--- config.mk ---
export PLATFORM = sky130hd
export DESIGN_NAME = pc_sequencer
export DESIGN_NICKNAME = d
export VERILOG_FILES = /design/src/rtl/pc_sequencer.sv
export SDC_FILE = /design/constraint.sdc
export NUM_CORES = 1
export LEC_CHECK = 0
export ABC_AREA = 1
export CORE_UTILIZATION = 49
export DETAILED_ROUTE_END_ITERATION = 10
export PLACE_DENSITY_LB_ADDON = 0.15
export SLEW_MARGIN = 20
export SYNTH_ARGS = -nofsm -noshare
export SYNTH_HDL_FRONTEND = slang
export SYNTH_SLANG_ARGS = --single-unit
--- constraint.sdc ---
create_clock -name clk -period 1.9 [get_ports clk]
set_clock_uncertainty 0.1 [all_clocks]
set_input_delay 0.19 -clock clk [delete_from_list [all_inputs] [get_ports clk]]
set_output_delay 0.19 -clock clk [all_outputs]
set_load 0.005 [all_outputs]
--- src/rtl/pc_sequencer.sv ---
// pc_sequencer: next-PC controller for the MIPS32 fetch stage.
// Each cycle it picks the PC source by fixed priority: reset, exception,
// exception return, stall, jump, branch, sequential.
// Taken jumps and branches go through a branch-delay slot: the instruction
// after the jump or branch is fetched first, then the PC is redirected.
// The EPC is captured on an exception and restored on ERET.
//
// Ports:
//   clk           in   system clock, rising edge
//   rst           in   synchronous active-high reset
//   stall         in   hold PC and all state this cycle
//   jump_req      in   jump decoded at current pc
//   jump_target   in   jump destination
//   branch_req    in   taken branch at current pc
//   branch_target in   branch destination
//   exc_req       in   exception at current pc (ignores stall)
//   eret_req      in   return from exception (ignores stall)
//   pc            out  current fetch address
//   delay_slot    out  pc is a branch-delay-slot instruction
//   epc           out  exception program counter
//   exc_bd        out  last exception was taken in a delay slot
//   bds_err       out  one-cycle pulse: jump/branch ignored in a delay slot
module pc_sequencer #(
  parameter logic [31:0] RESET_VECTOR = 32'h0000_0000,
  parameter logic [31:0] EXC_VECTOR   = 32'h0000_0080,
  parameter int unsigned PC_INC       = 4
) (
  input  logic        clk,
  input  logic        rst,
  input  logic        stall,
  input  logic        jump_req,
  input  logic [31:0] jump_target,
  input  logic        branch_req,
  input  logic [31:0] branch_target,
  input  logic        exc_req,
  input  logic        eret_req,
  output logic [31:0] pc,
  output logic        delay_slot,
  output logic [31:0] epc,
  output logic        exc_bd,
  output logic        bds_err
);

  localparam int unsigned PC_W = 32;

  typedef enum logic {
    SEQ   = 1'b0,
    DELAY = 1'b1
  } state_t;

  state_t            r_state;
  logic [PC_W-1:0]   r_pc;
  logic [PC_W-1:0]   r_target;
  logic              r_delay_slot;
  logic [PC_W-1:0]   r_epc;
  logic              r_exc_bd;
  logic              r_bds_err;

  state_t            w_state_nxt;
  logic [PC_W-1:0]   w_pc_nxt;
  logic [PC_W-1:0]   w_target_nxt;
  logic              w_delay_slot_nxt;
  logic [PC_W-1:0]   w_epc_nxt;
  logic              w_exc_bd_nxt;
  logic              w_bds_err_nxt;
  logic [PC_W-1:0]   w_pc_inc;
  logic [PC_W-1:0]   w_pc_dec;

  // Modular increment/decrement; wrap-around at 2^32 is intended.
  assign w_pc_inc = r_pc + PC_W'(PC_INC);
  assign w_pc_dec = r_pc - PC_W'(PC_INC);

  // State and output registers.
  always_ff @(posedge clk) begin
    if (rst) begin
      r_state      <= SEQ;
      r_pc         <= RESET_VECTOR;
      r_target     <= '0;
      r_delay_slot <= 1'b0;
      r_epc        <= '0;
      r_exc_bd     <= 1'b0;
      r_bds_err    <= 1'b0;
    end else begin
      r_state      <= w_state_nxt;
      r_pc         <= w_pc_nxt;
      r_target     <= w_target_nxt;
      r_delay_slot <= w_delay_slot_nxt;
      r_epc        <= w_epc_nxt;
      r_exc_bd     <= w_exc_bd_nxt;
      r_bds_err    <= w_bds_err_nxt;
    end
  end

  // Next-state logic: priority exception > eret > stall > state action.
  always_comb begin
    w_state_nxt      = r_state;
    w_pc_nxt         = r_pc;
    w_target_nxt     = r_target;
    w_delay_slot_nxt = r_delay_slot;
    w_epc_nxt        = r_epc;
    w_exc_bd_nxt     = r_exc_bd;
    w_bds_err_nxt    = 1'b0;

    if (exc_req) begin
      w_state_nxt      = SEQ;
      w_pc_nxt         = EXC_VECTOR;
      w_target_nxt     = '0;
      w_delay_slot_nxt = 1'b0;
      // In a delay slot the restart point is the branch itself.
      if (r_state == DELAY) begin
        w_epc_nxt    = w_pc_dec;
        w_exc_bd_nxt = 1'b1;
      end else begin
        w_epc_nxt    = r_pc;
        w_exc_bd_nxt = 1'b0;
      end
    end else if (eret_req) begin
      w_state_nxt      = SEQ;
      w_pc_nxt         = r_epc;
      w_target_nxt     = '0;
      w_delay_slot_nxt = 1'b0;
    end else if (!stall) begin
      unique case (r_state)
        SEQ: begin
          if (jump_req) begin
            w_target_nxt     = jump_target;
            w_pc_nxt         = w_pc_inc;
            w_state_nxt      = DELAY;
            w_delay_slot_nxt = 1'b1;
          end else if (branch_req) begin
            w_target_nxt     = branch_target;
            w_pc_nxt         = w_pc_inc;
            w_state_nxt      = DELAY;
            w_delay_slot_nxt = 1'b1;
          end else begin
            w_pc_nxt = w_pc_inc;
          end
        end
        DELAY: begin
          // Redirect; a nested jump/branch in the delay slot is dropped.
          w_pc_nxt         = r_target;
          w_state_nxt      = SEQ;
          w_delay_slot_nxt = 1'b0;
          w_bds_err_nxt    = jump_req | branch_req;
        end
        default: begin
          w_state_nxt = SEQ;
        end
      endcase
    end
  end

  assign pc         = r_pc;
  assign delay_slot = r_delay_slot;
  assign epc        = r_epc;
  assign exc_bd     = r_exc_bd;
  assign bds_err    = r_bds_err;

endmodule

**After elaboration in Yosys (flattened, before gate mapping)**

Index checks and enable logic that the tools add are counted.
W data, S select, Z words.

- Register bits after elaboration: 100
- Output and inout port bits: 67
- Logic and storage cells: 36
- Bits of input ports: 71

- Reduce and logical (&&, ||, !) cells: 6
- Bitwise operators: 3
- $add $sub $neg: 2
- Equality and inequality tests: 3
- Multiplexer cells: 14

Operators with widths:

| kind | number |
|---|---|
| $mux W32 | 5 |
| $pmux W32 S2 | 1 |
| $add A32 B3 Y32 const B | 1 |
| $sub A32 B3 Y32 const B | 1 |
| $mux W8 | 1 |
| $mux W1 | 5 |
| $reduce_or A5 Y1 | 1 |
| $pmux W1 S2 | 2 |
| $ne A3 B1 Y1 const B | 1 |
| $ne A3 B3 Y1 const B | 1 |
| $reduce_and A3 Y1 | 1 |
| $reduce_or A3 Y1 | 1 |
| $ne A2 B1 Y1 const B | 1 |
| $not A1 Y1 | 2 |
| $reduce_and A2 Y1 | 1 |
| $reduce_bool A2 Y1 | 1 |
| $reduce_or A2 Y1 | 1 |
| $or A1 B1 Y1 | 1 |

**Logic depth before layout (Yosys ltp)**

Gate-level depths: netlist of run 1.

- Depth after elaboration: 5
- Gate-level depth with buffers: 12
- Mapped depth without buffers: 12

**Worst setup path after synthesis of run 1**

OpenSTA, ideal clock, no wires.

- Path type: register to register
- Start point: register r_pc[3], in the netlist pc[3]
- End point: register r_pc[28], in the netlist pc[28]
- Period minus slack after synthesis: 1.641 ns
- Required time: 1.672 ns
- Stages on the path, launching flop included: 11
- Path slack: 0.259 ns
- Data arrival time: 1.413 ns
- Buffers on the path: 0
- Library setup time: 0.128 ns
- Cells stage by stage: dfxtp_1 -> ha_1 -> nand2_1 -> nor2_2 -> nand2_4 -> nor2_4 -> nand2_1 -> nand2_1 -> nand3_1 -> a21oi_1 -> nor2_1

- Word-level cells in the longest chain between the ends: 4

Ends and longest elaborated chain:

| what | RTL line | RTL |
|---|---|---|
| start, declared | 52 | `logic [PC_W-1:0] r_pc;` |
| start signal, assigned | 85 | `r_pc <= w_pc_nxt;` |
| $add A32 B3 Y32 | 70 | `assign w_pc_inc = r_pc + PC_W'(PC_INC);` |
| $pmux W32 S2 | 123 | `unique case (r_state)` |
| $mux W32 | 122 | `end else if (!stall) begin` |
| $mux W32 | 117 | `end else if (eret_req) begin` |

No other way between the ends. The select of a mux whose other input is x is not followed.
A chain may end at the register's enable or synchronous reset.

**Worst setup path in the final report of run 1**

- Start point: register r_pc[9], in the netlist pc[9]
- End point: register r_pc[28], in the netlist pc[28]

The elaborated chain is that of the path after synthesis.

==> flow_summary.json, run 1 <==
{
  "max_freq_mhz": 555,
  "rows": 40,
  "htreeDepth": 3,
  "syn2layout_area_growth_pct": 32.8,
  "dp_cells": 1194,
  "worstRegToRegCells": 9,
  "cts_tree": "done",
  "synth_nets": 998,
  "placedInstanceArea_mm2": 0.00763,
  "path_class": "reg2reg",
  "fill_cells": 1105,
  "dp_hpwl_um": 13500,
  "hold_depth": 3,
  "critPathTopFamily": "simple AND/OR/NAND/NOR gates",
  "synth_area_per_cell_um2": 6.48,
  "p_per_area_mw_per_mm2": 603,
  "cts.sinks": 100,
  "multi_input_area_mm2": 0.00331,
  "layout.cells.non_filler": 1210,
  "fin_setup_tns_ns": 0,
  "vias": 6497,
  "gr-usage-all-layers_pct": 28.8,
  "wl_met1_um": 8290,
  "start_util_pct": 50.1,
  "async_flop_share_pct": 0,
  "syn_area_mm2": 0.00600,
  "synthDistinctLibCells": 38,
  "min_period_over_period_pct": 94.8,
  "arrival_ns": 1.93,
  "grt_max_degree": 65,
  "grt_pass1_wl_um": 28900,
  "cp_num_cells": 9,
  "min_period_ns": 1.80,
  "holdWs_ns": 0.119,
  "yosys_warnings": 0,
  "vias_per_cell": 5.37,
  "core_region_area_mm2": 0.0120,
  "grt_antenna_before_repair": 0,
  "drt_iter0_drc": 547,
  "setup_viol": 0,
  "seq_area_mm2": 0.00201,
  "seq_area_frac_synth_pct": 33.4,
  "path_cells": "nand2_1 -> nor2_4 -> nand2_4 -> nor2_4 -> nand2_1 -> nand2_1 -> nand3_1 -> a21oi_1 -> nor2_1",
  "boundaryPins": 138,
  "worstPathRequired_ns": 2.03,
  "p_leak_nw": 3.09,
  "reg2reg_from": "pc[9]",
  "cp-start-kind": "flip-flop",
  "die_w_um": 113,
  "die_h_um": 113,
  "synth-edff-count": 0,
  "maxCapViolCount": 0,
  "die-area_mm2": 0.0127,
  "clk-insertion-delay-late_ns": 0.35,
  "tightest_slew_ns": 0.533,
  "regToRegSetupSlack_ns": 0.1,
  "nNetsFinal": 1131,
  "rsz0062_at_grt": "true",
  "drc": 0,
  "vdd_drop_max_mv": 0.406,
  "ant_nets": 0,
  "synthCells": 925,
  "cp_slowest_cell": "dfxtp_1",
  "io_buffers": 137,
  "grt_overflow": 0,
  "wirelength_um": 17900,
  "cts_setup_buffers": 0,
  "avgRoutedWirePerCell_um": 14.8,
  "crit_path_end_kind": "flip-flop",
  "top_layer": "met4",
  "status": "finished clean",
  "gp_congestion": 0.959,
  "cts_inserted_buffers": 9,
  "clockBufferDepth": 2,
  "routed-wl-met3_um": 1430,
  "cts_root_buf": "clkbuf_16",
  "slew_viol_final": 0,
  "ys_ff_latch": 100,
  "finalInstanceArea_mm2": 0.00796,
  "drt-pass1-iter-count": 5,
  "cpMostUsedCell": "nand2_1",
  "diodes": 0,
  "worst-path-max-fanout": 7,
  "clkTransAtPathRegs_ns": 0.07,
  "r2r_end": "pc[28]",
  "met2RoutedLength_um": 7760,
  "max_stage_delay_ns": 0.51,
  "cp.buffers_inverters": 0,
  "hp-class": "in2reg",
  "drive_gt1_share_pct": 9.22,
  "finalPower_mw": 4.81,
  "max_slew_margin_pct": 64.4,
  "grt_pass1_vias": 5712,
  "synth_ff_type": "dfxtp_1",
  "min_from": "jump_req",
  "ctsHoldBuffers": 0,
  "hold_viol": 0,
  "hold_end": "bds_err"
}
## metal layers
layer / GRT usage (%) / vias up
met3: 4.54 / 41
li1: - / 3305
met1: 40.4 / 2834
met2: 44.4 / 317
met4: 10.5 / 0
met5: 0 / -
## Yosys cell counts (9+ instances only)
master / instances / area [um2]
nand2_1: 153 / 574
nor2_1: 150 / 563
inv_1: 121 / 454
dfxtp_1: 100 / 2000
a21oi_1: 72 / 360
nand3_1: 52 / 260
a211oi_1: 49 / 368
o21ai_0: 46 / 230
clkbuf_1: 27 / 101
xor2_1: 16 / 140
buf_2: 14 / 70.1
o21ai_1: 14 / 70.1
nor2_4: 13 / 146
o22ai_1: 13 / 81.3
nand4_1: 11 / 68.8
a31oi_1: 9 / 56.3
nand2_2: 9 / 56.3
## worst min-delay path, delay by kind of cell
kind | cells | cell delay, ns
buffers and inverters | 1 | 0.09
and+or+nand+nor | 2 | 0.24
## stage by stage
step           worst slack, ns  util, %
2_1_floorplan            0.259        -
3_3_place_gp            0.0495     63.8
3_5_place_dp            0.0830     63.8
4_1_cts                 0.0708     66.4
5_1_grt               -0.00653     66.6
6_report                0.0988     66.6
## layout make-up
type                       instances  area share [%]
sequential                       100            25.2
tap                              147            2.31
clock buffer                      12            2.97
clock inverter                     4           0.927
multi-input combinational        647            41.5
timing repair buffer             170            20.9
inverter                         130            6.13
## kinds of logic after synthesis
| kind of cell | share of synthesized area [%] |
|---|---|
| simple gates | 30.5 |
| xor+xnor | 2.48 |
| flops | 33.4 |
| compound gates | 21.5 |
| buf+inv | 11.7 |
| fa+ha+maj | 0.417 |
## how the worst max path moves through the flow
stage | start | endpoint | slack, ns
final | pc[9] | pc[28] | 0.1
after detailed placement | eret_req | pc[9] | 0.08
after floorplan | pc[3] | pc[28] | 0.26
after global routing | pc[25] | pc[31] | -0.007
after global placement | eret_req | pc[23] | 0.05
after CTS | pc[2] | pc[28] | 0.07
## layout by cell type, fill, tap and decap left out, types with 13 or more instances in the layout
cell type,count
nor2_1,149
o21ai_0,46
dfxtp_1,93
nand3_1,52
clkdlybuf4s50_1,136
inv_1,120
o22ai_1,13
o21ai_1,14
a211oi_1,49
buf_4,29
nand2_1,153
nor2_4,14
a21oi_1,72
xor2_1,16
## power by group
group,switching (mW),total (mW),internal [mW]
registers,0.0422,2.19,2.14
clock network,0.794,1.95,1.16
logic,0.349,0.670,0.321
## flip-flops by register name, summed over array words and instances (netlist names), named ones only
| register | cells |
|---|---|
| exc_bd | 1 |
| r_state | 1 |
| epc | 32 |
| delay_slot | 1 |
| pc | 30 |
| bds_err | 1 |
| r_target | 32 |
## what timing repair did
item | in CTS | in global routing
gates resized for setup | 0 | 12
setup endpoints to repair | 0 | 15
endpoints found under the hold margin | 0 | 0
(Power assumes the default switching activity.)
==> run 2, diff against run 1 <==
- SETUP_SLACK_MARGIN: default -> 0.5
==> flow_summary.json, run 2 (synthesized netlist as in run 1, its figures left out) <==
{
  "status": "finished clean",
  "core_region_area_mm2": 0.0120,
  "grt_overflow": 0,
  "p_per_area_mw_per_mm2": 530,
  "path_cells": "buf_6 -> nand2_4 -> nor2_4 -> nand2_4 -> nor2_4 -> nand2_1 -> nand2_1 -> nand3_1 -> a21oi_1 -> nor2_1",
  "hold_end": "r_state",
  "cts_root_buf": "clkbuf_16",
  "r2r_end": "pc[27]",
  "die_h_um": 113,
  "grt_pass1_vias": 6694,
  "max_stage_delay_ns": 0.40,
  "start_util_pct": 50.1,
  "min_period_over_period_pct": 91.1,
  "critPathTopFamily": "simple AND/OR/NAND/NOR gates",
  "mostFrequentLayoutCells": "136 x nand2_1, 126 x nor2_1, 117 x inv_1",
  "io_buffers": 137,
  "vias": 7468,
  "wirelength_um": 23400,
  "htreeDepth": 3,
  "avgRoutedWirePerCell_um": 18.2,
  "fin_setup_tns_ns": 0,
  "clockBufferDepth": 2,
  "ctsHoldBuffers": 0,
  "drc": 0,
  "worst-path-max-fanout": 5,
  "grt_antenna_before_repair": 1,
  "dp_cells": 1191,
  "die_w_um": 113,
  "cp_slowest_cell": "dfxtp_4",
  "fill_cells": 788,
  "max_freq_mhz": 578,
  "final_common_cell": "nand2_1",
  "vias_per_cell": 5.81,
  "rows": 40,
  "post-route-worst-setup-slack_ns": 0.169,
  "setup_viol": 0,
  "reg2reg_from": "pc[3]",
  "post-place-ws_ns": 0.0583,
  "drive_gt1_share_pct": 30.4,
  "clk-insertion-delay-late_ns": 0.35,
  "cts_tree": "done",
  "gp_congestion": 0.953,
  "die-area_mm2": 0.0127,
  "slew_viol_final": 0,
  "worstPathRequired_ns": 2.03,
  "tightest_slew_ns": 0.721,
  "use_met2_pct": 56.5,
  "arrival_ns": 1.86,
  "max_slew_margin_pct": 52.0,
  "path_class": "reg2reg",
  "critical_path.startpoint": "pc[3]",
  "grt_max_degree": 65,
  "grt_pass1_wl_um": 34700,
  "regToRegSetupSlack_ns": 0.17,
  "drt-pass1-iter-count": 5,
  "min_from": "stall",
  "hold_viol": 0,
  "vdd_drop_max_mv": 0.512,
  "crit_path_end_kind": "flip-flop",
  "layout.cells.non_filler": 1286,
  "p_leak_nw": 4.20,
  "syn2layout_area_growth_pct": 59.2,
  "cp.buffers_inverters": 1,
  "rsz0062_at_grt": "true",
  "gr-usage-all-layers_pct": 34.8,
  "boundaryPins": 138,
  "cp-start-kind": "flip-flop",
  "min_period_ns": 1.73,
  "ant_nets": 0,
  "met1_usage_pct": 44.5,
  "cts_inserted_buffers": 9,
  "dp_hpwl_um": 13900,
  "worstRegToRegCells": 10,
  "grt.busiest_layer": "met2",
  "cts.sinks": 100,
  "hold_depth": 3,
  "grtUsageMet3_pct": 7.07,
  "maxCapViolCount": 0,
  "drt_iter0_drc": 790,
  "clkTransAtPathRegs_ns": 0.07,
  "nNetsFinal": 1207,
  "diodes": 0,
  "finalPower_mw": 5.06,
  "hp-class": "in2reg"
}
-- run 2: changes by cell type in the layout (fill, tap and decap cells not counted), moves of 20 or more --
| cell | previous run | this run |
|---|---|---|
| clkdlybuf4s50_1 | 136 | 67 |
| dlygate4sd2_1 | 0 | 58 |
| dfxtp_1 | 93 | 45 |
| a211oi_1 | 49 | 6 |
| buf_4 | 29 | 70 |
| a211oi_2 | 0 | 36 |
| dfxtp_4 | 0 | 28 |
| nor2_1 | 149 | 126 |
| dfxtp_2 | 7 | 27 |
-- run 2: worst max path at each step --
stage / to / cells past startpoint
4_1_cts: pc[30] / 10
5_1_grt: pc[19] / 10
3_3_place_gp: r_target[3] / 5
6_report: pc[27] / 10
3_5_place_dp: r_target[31] / 6
2_1_floorplan: pc[28] / 10
-- run 2: what timing repair did --
item | CTS | global route
setup endpoints to repair | 150 | 101
pin swaps | 47 | 53
gates cloned | 8 | 0
gates resized for setup | 252 | 93
buffers inserted | 57 | 14
-- run 2: routing by layer --
metal | part of all wire, % | vias to the layer above
li1 | - | 3448
met1 | 39 | 3417
met2 | 47 | 495
met3 | 9.8 | 108
met4 | 4.5 | 0
met5 | 0 | -
-- run 2: where the power goes --
group	internal, mW	switching, mW
sequential	2.11	0.0462
clock	1.11	0.862
combinational	0.434	0.499
-- run 2: final cells by class --
class	instances	area [um2]	share of cell area, %
multi-input combinational	647	3980	41.7
timing repair buffer	241	2360	24.7
sequential	100	2140	22.4
inverter	130	514	5.38
clock buffer	11	253	2.65
tap	147	184	1.93
clock inverter	5	66.3	0.694
timing repair inverter	5	51.3	0.537
-- run 2: tightest hold or removal path: cells and delay by family --
family	cells	cell delay [ns]
compound gates	1	0.06
simple gates	1	0.13
buf+inv	1	0.20
-- run 2: stage by stage --
step	hold WS [ns]	utilization [%]	instance area, um2
after floorplan	0.159	-	6090
after global placement	0.349	64.3	7690
after detailed placement	0.344	64.3	7690
after CTS	0.103	76.0	9100
after global routing	0.175	79.9	9550
final	0.168	79.9	9550
==> run 3, diff against run 2 <==
- CORE_UTILIZATION: 49 -> 46
- CTS_CLUSTER_DIAMETER: default -> 100
- TNS_END_PERCENT: default -> 5
- clock period: 1.9 -> 1.4 ns (I/O delays scaled with it)
==> flow_summary.json, run 3 (synthesized netlist as in run 1, its figures left out) <==
{
  "status": "finished, violations left",
  "violations": "setup timing",
  "placedInstanceArea_mm2": 0.00850,
  "mostFrequentLayoutCells": "143 x nand2_1, 131 x nor2_1, 119 x inv_1",
  "hold_viol": 0,
  "htreeDepth": 3,
  "wirelength_um": 20600,
  "final_core_util_pct": 73.5,
  "drt_iter0_drc": 548,
  "max_slew_margin_pct": 74.5,
  "die-area_mm2": 0.0135,
  "vias": 7161,
  "hp-class": "in2reg",
  "critPathTopFamily": "simple AND/OR/NAND/NOR gates",
  "vdd_drop_max_mv": 0.527,
  "grt_overflow": 0,
  "min_period_ns": 1.69,
  "max_freq_mhz": 590,
  "power_switching_mw": 1.68,
  "grt_pass1_wl_um": 31800,
  "vias_per_cell": 5.28,
  "finalInstanceArea_mm2": 0.00931,
  "arrival_ns": 1.87,
  "cts_tree": "done",
  "fill_cells": 1024,
  "wl_met1_um": 8960,
  "comb_power_share_pct": 16.5,
  "die_w_um": 116,
  "dp_cells": 1322,
  "grt_max_degree": 65,
  "boundaryPins": 138,
  "gp_congestion": 0.936,
  "p_leak_nw": 3.96,
  "path_class": "reg2reg",
  "crit_path_end_kind": "flip-flop",
  "max_stage_delay_ns": 0.39,
  "rows": 41,
  "p_int_mw": 4.64,
  "post-route-worst-setup-slack_ns": -0.295,
  "path_cells": "buf_6 -> nand2_4 -> nor2_4 -> buf_6 -> nand3_2 -> o21bai_1 -> nand2_1 -> nand2_2 -> nand3_2 -> a21oi_2",
  "worst-path-max-fanout": 4,
  "syn2layout_area_growth_pct": 55.2,
  "rsz0062_at_grt": "true",
  "avgRoutedWirePerCell_um": 15.2,
  "drc": 0,
  "core_region_area_mm2": 0.0127,
  "cts_inserted_buffers": 9,
  "clkPwrFrac_pct": 37.1,
  "gr-usage-all-layers_pct": 30.7,
  "min_period_over_period_pct": 121,
  "cts_root_buf": "clkbuf_16",
  "p_sw_share_pct": 26.5,
  "routed-wl-met3_um": 1910,
  "met2RoutedLength_um": 9180,
  "clockBufferDepth": 2,
  "grt_pass1_vias": 6359,
  "die_h_um": 116,
  "top_layer": "met4",
  "maxCapViolCount": 0,
  "io_buffers": 137,
  "cts.sinks": 100,
  "clk-insertion-delay-late_ns": 0.34,
  "worstPathRequired_ns": 1.58,
  "final_common_cell": "nand2_1",
  "cp_slowest_cell": "dfxtp_4",
  "p_per_area_mw_per_mm2": 679,
  "layout.cells.non_filler": 1357,
  "tightest_slew_ns": 0.381,
  "ant_nets": 0,
  "start_util_pct": 47.3,
  "seq_power_share_pct": 46.4,
  "dp_hpwl_um": 15100,
  "drt-pass1-iter-count": 5,
  "cp.buffers_inverters": 2,
  "setup_viol": 85,
  "drive_gt1_share_pct": 31.8,
  "clkTransAtPathRegs_ns": 0.07,
  "slew_viol_final": 0,
  "nNetsFinal": 1252,
  "ctsHoldBuffers": 0,
  "grt_antenna_before_repair": 0,
  "cp-start-kind": "flip-flop"
}
## run 3: worst register-to-register path, cell delays in order (launching register included)
cell      delay (ns)
dfxtp_4         0.39
buf_6           0.11
nand2_4         0.04
nor2_4          0.21
buf_6           0.14
nand3_2         0.06
o21bai_1        0.18
nand2_1         0.10
nand2_2         0.09
nand3_2         0.06
a21oi_2         0.13
## run 3: area by class of cell
class,instances,area (um2),area share [%]
multi-input combinational,647,3530,37.9
clock inverter,4,26.3,0.282
inverter,130,498,5.35
antenna,1,2.50,0.0269
timing repair buffer,291,2650,28.5
tap,172,215,2.31
clock buffer,12,246,2.65
sequential,100,2130,22.9
## run 3: repair_timing
action	4_1_cts	5_1_grt
buffers inserted	14	4
resized for setup	390	58
setup endpoints to repair	167	165
pin swaps	12	14
## run 3: final timing paths
check                           endpoint   start  slack (ns)  depth (start not counted)
worst max-delay path              pc[19]   pc[3]       -0.29                         10
worst min-delay path               pc[7]     rst        0.15                          3
worst max register to register    pc[19]   pc[3]       -0.29                         10
worst min register to register    exc_bd  exc_bd        0.37                          2
## run 3: routing by layer
metal,vias to the layer above,GRT usage (%)
met1,3202,41.4
li1,3548,-
met2,362,49.3
met5,-,0
met4,0,10.7
met3,49,5.50
## run 3: power by group through the flow
stage	sequential, mW	combinational (mW)	clock [mW]
4_1_cts	2.94	1.01	2.37
3_3_place_gp	3.02	0.986	0
5_1_grt	2.94	1.14	2.50
6_report	2.93	1.05	2.34
2_1_floorplan	3.01	0.459	0
3_5_place_dp	3.02	0.998	0
## run 3: per-stage QoR
stage	hold slack (ns)	setup TNS [ns]	power [mW]	setup WS, ns
after global routing	0.161	-16.83	6.58	-0.363
after CTS	0.147	-7.50	6.32	-0.212
final	0.147	-9.05	6.32	-0.295
after detailed placement	0.352	-20.87	4.02	-0.309
after floorplan	0.109	-2.69	3.47	-0.136
after global placement	0.347	-17.84	4.01	-0.267
